`src/rtl/brtag_alloc.sv`:
```
// -----------------------------------------------------------------------------
// brtag_alloc
//
// Branch-tag allocator and resolution receiver for the speculative pipeline.
// Dispatching branch/jump instructions receive sequential tags from a ring of
// N = 2**WIDTH_BRM entries. Resolutions from the branch unit retire the oldest
// tag. A mispredict kill rolls the ring back to the tag following the killed
// branch. It also produces a one-cycle fetch redirect and flush pulse, and
// blocks allocation for one recovery cycle.
//
// Ports
//   i_clk       : clock, rising edge
//   i_rst_n     : asynchronous active-low reset
//   i_alloc     : dispatching branch requests a tag
//   i_brmask    : {en, mask}; en marks a kill, mask is the rollback tag
//   i_brkill    : mispredict kill from the branch unit
//   i_PC        : corrected target PC (valid with a kill)
//   i_valid     : a branch resolved this cycle
//   o_tag       : tag granted to the current i_alloc (from alloc pointer)
//   o_stall     : allocation refused this cycle (combinational)
//   o_count     : outstanding tags, 0..N
//   o_redirect  : one-cycle fetch redirect pulse (registered)
//   o_PC        : redirect PC (registered)
//   o_err       : sticky protocol-violation flag, only with BRTAG_CHECK_EN
//   o_flush     : one-cycle squash pulse (registered)
//
// Optional feature macro: BRTAG_CHECK_EN (adds o_err and its checking logic).
// -----------------------------------------------------------------------------
module brtag_alloc #(
  parameter int WIDTH_BRM = 4
) (
  input  logic                 i_clk,
  input  logic                 i_rst_n,
  input  logic                 i_alloc,
  input  logic [WIDTH_BRM:0]   i_brmask,
  input  logic                 i_brkill,
  input  logic [31:0]          i_PC,
  input  logic                 i_valid,
  output logic [WIDTH_BRM-1:0] o_tag,
  output logic                 o_stall,
  output logic [WIDTH_BRM:0]   o_count,
  output logic                 o_redirect,
  output logic [31:0]          o_PC,
`ifdef BRTAG_CHECK_EN
  output logic                 o_err,
`endif
  output logic                 o_flush
);

  localparam int unsigned             N_TAGS   = 2 ** WIDTH_BRM;
  localparam logic [WIDTH_BRM:0]      FULL_CNT = N_TAGS[WIDTH_BRM:0];
  localparam logic [WIDTH_BRM:0]      ZERO_CNT = '0;

  typedef enum logic [0:0] {
    ST_RUN     = 1'b0,
    ST_RECOVER = 1'b1
  } state_t;

  // Ring pointer advance; wraps from N-1 to 0 by natural overflow.
  function automatic logic [WIDTH_BRM-1:0] ptr_inc(input logic [WIDTH_BRM-1:0] p);
    ptr_inc = p + {{(WIDTH_BRM-1){1'b0}}, 1'b1};
  endfunction

  state_t                 state_q, state_d;
  logic [WIDTH_BRM-1:0]   alloc_ptr_q, alloc_ptr_d;
  logic [WIDTH_BRM-1:0]   free_ptr_q, free_ptr_d;
  logic [WIDTH_BRM:0]     count_q, count_d;
  logic                   redirect_q, redirect_d;
  logic                   flush_q, flush_d;
  logic [31:0]            pc_q, pc_d;

  logic                   kill_s;
  logic                   full_s;
  logic                   empty_s;
  logic                   stall_s;
  logic                   grant_s;
  logic                   resolve_s;

  // Request qualification: kill, stall, grant and resolve strobes.
  always_comb begin
    kill_s    = i_brkill | i_brmask[WIDTH_BRM];
    full_s    = (count_q == FULL_CNT);
    empty_s   = (count_q == ZERO_CNT);
    // A kill stalls in its own cycle so a coincident i_alloc is dropped.
    stall_s   = full_s | (state_q == ST_RECOVER) | kill_s;
    grant_s   = i_alloc & ~stall_s;
    resolve_s = i_valid & ~kill_s & ~empty_s;
  end

  // Pointer, count and redirect next-state; kill overrides grant/resolve.
  always_comb begin
    alloc_ptr_d = alloc_ptr_q;
    free_ptr_d  = free_ptr_q;
    count_d     = count_q;
    pc_d        = pc_q;
    redirect_d  = 1'b0;
    flush_d     = 1'b0;
    if (kill_s) begin
      // Branches resolve in order, so the killed branch is the oldest tag
      // and nothing younger survives: the ring empties at the mask.
      alloc_ptr_d = i_brmask[WIDTH_BRM-1:0];
      free_ptr_d  = i_brmask[WIDTH_BRM-1:0];
      count_d     = ZERO_CNT;
      pc_d        = i_PC;
      redirect_d  = 1'b1;
      flush_d     = 1'b1;
    end else begin
      if (grant_s) begin
        alloc_ptr_d = ptr_inc(alloc_ptr_q);
      end else begin
        alloc_ptr_d = alloc_ptr_q;
      end
      if (resolve_s) begin
        free_ptr_d = ptr_inc(free_ptr_q);
      end else begin
        free_ptr_d = free_ptr_q;
      end
      case ({grant_s, resolve_s})
        2'b10:   count_d = count_q + {{WIDTH_BRM{1'b0}}, 1'b1};
        2'b01:   count_d = count_q - {{WIDTH_BRM{1'b0}}, 1'b1};
        default: count_d = count_q;
      endcase
    end
  end

  // Recovery FSM: one RECOVER cycle after each kill, re-armed by a new kill.
  always_comb begin
    state_d = state_q;
    case (state_q)
      ST_RUN: begin
        if (kill_s) begin
          state_d = ST_RECOVER;
        end else begin
          state_d = ST_RUN;
        end
      end
      ST_RECOVER: begin
        if (kill_s) begin
          state_d = ST_RECOVER;
        end else begin
          state_d = ST_RUN;
        end
      end
      default: state_d = ST_RUN;
    endcase
  end

  // State and registered output flops.
  always_ff @(posedge i_clk or negedge i_rst_n) begin
    if (!i_rst_n) begin
      state_q     <= ST_RUN;
      alloc_ptr_q <= '0;
      free_ptr_q  <= '0;
      count_q     <= '0;
      redirect_q  <= 1'b0;
      flush_q     <= 1'b0;
      pc_q        <= 32'h0000_0000;
    end else begin
      state_q     <= state_d;
      alloc_ptr_q <= alloc_ptr_d;
      free_ptr_q  <= free_ptr_d;
      count_q     <= count_d;
      redirect_q  <= redirect_d;
      flush_q     <= flush_d;
      pc_q        <= pc_d;
    end
  end

`ifdef BRTAG_CHECK_EN
  logic err_q, err_d;

  // Sticky protocol-violation detection.
  always_comb begin
    err_d = err_q;
    if (kill_s && (i_brmask[WIDTH_BRM-1:0] != ptr_inc(free_ptr_q))) begin
      err_d = 1'b1;
    end else if (i_valid && !kill_s && empty_s) begin
      err_d = 1'b1;
    end else if (i_alloc && full_s) begin
      err_d = 1'b1;
    end else begin
      err_d = err_q;
    end
  end

  // Error flag register, cleared only by reset.
  always_ff @(posedge i_clk or negedge i_rst_n) begin
    if (!i_rst_n) begin
      err_q <= 1'b0;
    end else begin
      err_q <= err_d;
    end
  end

  assign o_err = err_q;
`endif

  assign o_tag      = alloc_ptr_q;
  assign o_stall    = stall_s;
  assign o_count    = count_q;
  assign o_redirect = redirect_q;
  assign o_flush    = flush_q;
  assign o_PC       = pc_q;

endmodule

```
`config.mk`:
```
export PLATFORM = sky130hd
export DESIGN_NAME = brtag_alloc
export DESIGN_NICKNAME = d
export VERILOG_FILES = /design/src/rtl/brtag_alloc.sv
export SDC_FILE = /design/constraint.sdc
export NUM_CORES = 1
export LEC_CHECK = 0
export ABC_AREA = 1
export CAP_MARGIN = 20
export CORE_UTILIZATION = 38
export DETAILED_ROUTE_END_ITERATION = 10
export GPL_ROUTABILITY_DRIVEN = 1
export HOLD_SLACK_MARGIN = 0.1
export PLACE_DENSITY = 0.82
export SYNTH_ARGS = -nofsm -noshare
export SYNTH_HDL_FRONTEND = slang
export SYNTH_SLANG_ARGS = --single-unit
export TNS_END_PERCENT = 1
```
`constraint.sdc`:
```
create_clock -name i_clk -period 2.35 [get_ports i_clk]
set_clock_uncertainty 0.15 [all_clocks]
set_input_delay 0.47 -clock i_clk [delete_from_list [all_inputs] [get_ports i_clk]]
set_output_delay 0.47 -clock i_clk [all_outputs]
set_load 0.01 [all_outputs]
```
==> summary.md <==
Post-route fraction of the period consumed by the critical path: 0.960. TritonCTS built the clock tree. The first global-routing pass estimated 7890 um of wire.

Count of inserted antenna diode cells: 0. Main combinational cell family by area after synthesis: simple AND/OR/NAND/NOR gates. Setup repair after global routing left no endpoint under its margin. STA classifies the critical path endpoint as a flop. The die is 73.1 um tall.

The worst setup path is of the in -> reg kind. The count of pins over their slew limit was 0. The number of instances in the placed design was 384.

By count the netlist is led by 117 x sky130_fd_sc_hd__nand2_1, 42 x sky130_fd_sc_hd__dfrtp_1, 10 x sky130_fd_sc_hd__nand3_1, 9 x sky130_fd_sc_hd__inv_1, 8 x sky130_fd_sc_hd__nor2_1. The TritonCTS buffer count was 5. The utilization of the core after routing came out at 0.649.

Clock-pin slew was measured on the worst setup and hold paths at 70 ps. In this run the number of H-tree levels came out at 2. The starting density of the core was 0.402; the area fraction of the dominant cell type after synthesis was 0.547. The deepest clock path buffer count was 2. The logs give 4 for the number of detailed-route iterations in the first pass and 86 for the number of placed I/O pins. The via count of the first global-routing pass was 1834. The worst IR drop on VDD was 332 uV. The tree is rooted in a sky130_fd_sc_hd__clkbuf_8. The per-instance average area after synthesis came out at 8.50 um^2. The run gives 226 as the cell count after synthesis. The fraction of synthesis flops using an asynchronous set or reset pin works out to 1.00.

sky130_fd_sc_hd__dfrtp_1 takes more of the synthesized area than any other cell. In the final routed layout, each cell accounts on average for 12.1 um. Along the worst path, the maximum fanout reaches 4. The worst register-to-register path ends at o_count[3]. The tools report the total nets after synthesis as 273. The tools report the post-route total power as 0.00177 W. The critical path ends at o_count[3]. The total count of hold-check failures in the final report is 0, and the clock insertion delay at the later pin of the skew report is 280 ps.

Total setup violations reported at the end of the flow: 0. The run finished with clean final reports. The netlist uses 27 different library cells. The synthesized-area fraction occupied by ao, oa, aoi and oai cells came out at 0.0234. The logs give 0 for the number of antenna violations at the first check in global routing and 25 for the cell row count. Input and output buffers added on the ports amount to 85. The most critical setup path has its startpoint at i_brmask[4]. The overall global routing resource usage was 0.194.

The routed design could run at a clock period as short as 2260 ps. The clock drives 42 sinks. Setup slack on the critical path of the routed design comes to 94.1 ps. After legalization and detailed placement, the total HPWL measured 3550 um.

The logs give 1797 for the number of vias after detailed routing and 0 for the max-capacitance violation count. In this run, synthesis inferred 0 flip-flops with an integrated enable. The total congestion overflow was 0. Core footprint: 0.00479 mm^2.

Hold timing on the final database bottoms out at a slack of 324 ps. The fmax came out at 443 MHz. The logs give 0 for the final antenna-violating net count and 2380 ps for the endpoint required time on the critical path.

For the pin with the worst max-slew slack, the measured transition is 471 ps. The die is 73.1 um wide. The post-detailed-route via-to-cell ratio was 4.56. The synthesized-area fraction occupied by adder cells was 0.0365; the post-synthesis sequential area ratio was 0.547.

The logs give 0 for the total of warnings raised by yosys and 2280 ps for the data arrival at the endpoint of the critical path. In this run the worst hold path is classified as reg -> reg. The first routing iteration left 76 violations. Before CTS, the worst setup slack after placement is -321 ps. The fraction of final layout cells with drive strength greater than 1 was 0.144.

The logs give 0.686 for the remaining max-slew budget at the tightest pin and 0.00192 mm^2 for the cell area after synthesis. The slack of the worst reg-to-reg path came out at 200 ps. The startpoint type of the worst setup path is an input pin.

The post-synthesis mux area share came out at 0. Entering global routing, the biggest net connects 41 pins. The worst register-to-register path has a depth of 14. After synthesis the netlist holds a flip-flop and latch count of 42. In this run the critical register-to-register path is launched from o_count[3].

The final layout contains 373 nets. In this run the power density over the cells is 571 mW/mm^2. Routability-driven placement finished with a final weighted congestion of 0.829. Compared with the post-synthesis result, the final layout area differs by 61.5%. The run gives 1.50 nW as the leakage power. The most common flop cell mapped by yosys is sky130_fd_sc_hd__dfrtp_1. Non-filler instance count after layout: 394. Ranked by total cell area, the synthesized netlist is headed by sky130_fd_sc_hd__dfrtp_1 55%, sky130_fd_sc_hd__nand2_1 23%, sky130_fd_sc_hd__nand2_4 2.9%. Yosys instantiated no cell more often than sky130_fd_sc_hd__nand2_1. For the post-detailed-route DRC marker count, the log shows 0. The routed design has 4770 um of wire.

The die covers 0.00535 mm^2. Basic-gate share of the synthesized area counting and, or, nand and nor cells: 0.329. The parity-gate share of the synthesized area counting xor and xnor cells works out to 0.0182.
==> worst min-delay path by stage <==
| stage | slack, ps | from | end | depth (start not counted) |
|---|---|---|---|---|
| 6_report | 320 | o_PC[14] | o_PC[14] | 2 |
| 5_1_grt | 360 | o_PC[7] | o_PC[7] | 2 |
| 2_1_floorplan | 20 | i_rst_n | o_PC[0] | 0 |
| 3_5_place_dp | 300 | i_rst_n | o_tag[0] | 1 |
| 3_3_place_gp | 290 | i_rst_n | o_tag[0] | 1 |
| 4_1_cts | 330 | o_PC[18] | o_PC[18] | 2 |
==> report_power, final <==
part	leakage, nW	switching, W	internal (W)
registers	0.507	0.0000418	0.000781
clock network	0.0514	0.000238	0.000317
logic	0.937	0.000171	0.000225
==> logic make-up (layout without fill, tap and decap cells) <==
logic type	Yosys count	count (layout)
simple gates	146	146
fa+ha+maj	5	5
xor+xnor	4	4
compound gates	8	8
flops	42	42
buf+inv	21	122
==> layout by cell type (no fill, tap or decap), drive strengths merged <==
cell type / n
a21oi: 2
a22oi: 1
a31oi: 2
buf: 17
bufinv: 1
clkbuf: 6
clkdlybuf4s50: 83
clkinv: 1
clkinvlp: 1
dfrtp: 42
dlygate4sd2: 1
dlygate4sd3: 1
fa: 1
ha: 4
inv: 11
nand2: 123
nand3: 12
nand4: 1
nor2: 9
o21ai: 3
or2: 1
xnor2: 2
xor2: 2
==> state kept, by name, summed over array words and instances (netlist names) <==
signal and cells:
o_tag 4, o_PC 32, o_count 5, o_flush 1
==> repair_timing <==
action,CTS,global route
gates resized for setup,2,10
endpoints found under the setup margin,2,2
pin swaps,0,5
setup buffers,0,1
cloned,0,0
hold buffers,1,0
hold endpoints to repair,19,0
==> metal layers <==
metal | part of all wire | wire (um) | track usage
met1 | 0.41 | 1940 | 0.218
met5 | 0 | 0 | 0
met3 | 0.056 | 269 | 0.0414
met4 | 0.019 | 90 | 0.0719
met2 | 0.52 | 2470 | 0.358
==> critical path: stages <==
cell,delay [ps]
sky130_fd_sc_hd__clkdlybuf4s50_1,410
sky130_fd_sc_hd__inv_2,70
sky130_fd_sc_hd__nand2_4,60
sky130_fd_sc_hd__nor2_4,140
sky130_fd_sc_hd__nand3_4,100
sky130_fd_sc_hd__nand2_4,110
sky130_fd_sc_hd__inv_4,60
sky130_fd_sc_hd__buf_4,130
sky130_fd_sc_hd__ha_4,250
sky130_fd_sc_hd__nand3_1,70
sky130_fd_sc_hd__nand2_1,90
sky130_fd_sc_hd__xnor2_1,140
sky130_fd_sc_hd__nor2_1,60
sky130_fd_sc_hd__nand2_1,70
sky130_fd_sc_hd__nand2_1,50
==> layout make-up <==
| cell class | instances | area [um^2] |
|---|---|---|
| clock buffer | 6 | 72.6 |
| clock inverter | 2 | 37.5 |
| fill | 408 | 1680 |
| inverter | 12 | 48.8 |
| multi-input combinational | 163 | 836 |
| sequential | 42 | 1050 |
| tap | 67 | 83.8 |
| timing repair buffer | 102 | 975 |
==> stage by stage <==
stage               area, um^2  TNS [ps]
floorplan                 1920         0
global placement          2920      -474
detailed placement        2920      -797
CTS                       3050         0
global route              3100         0
finish                    3100         0
No activity file was read; power rests on OpenSTA's default activity.
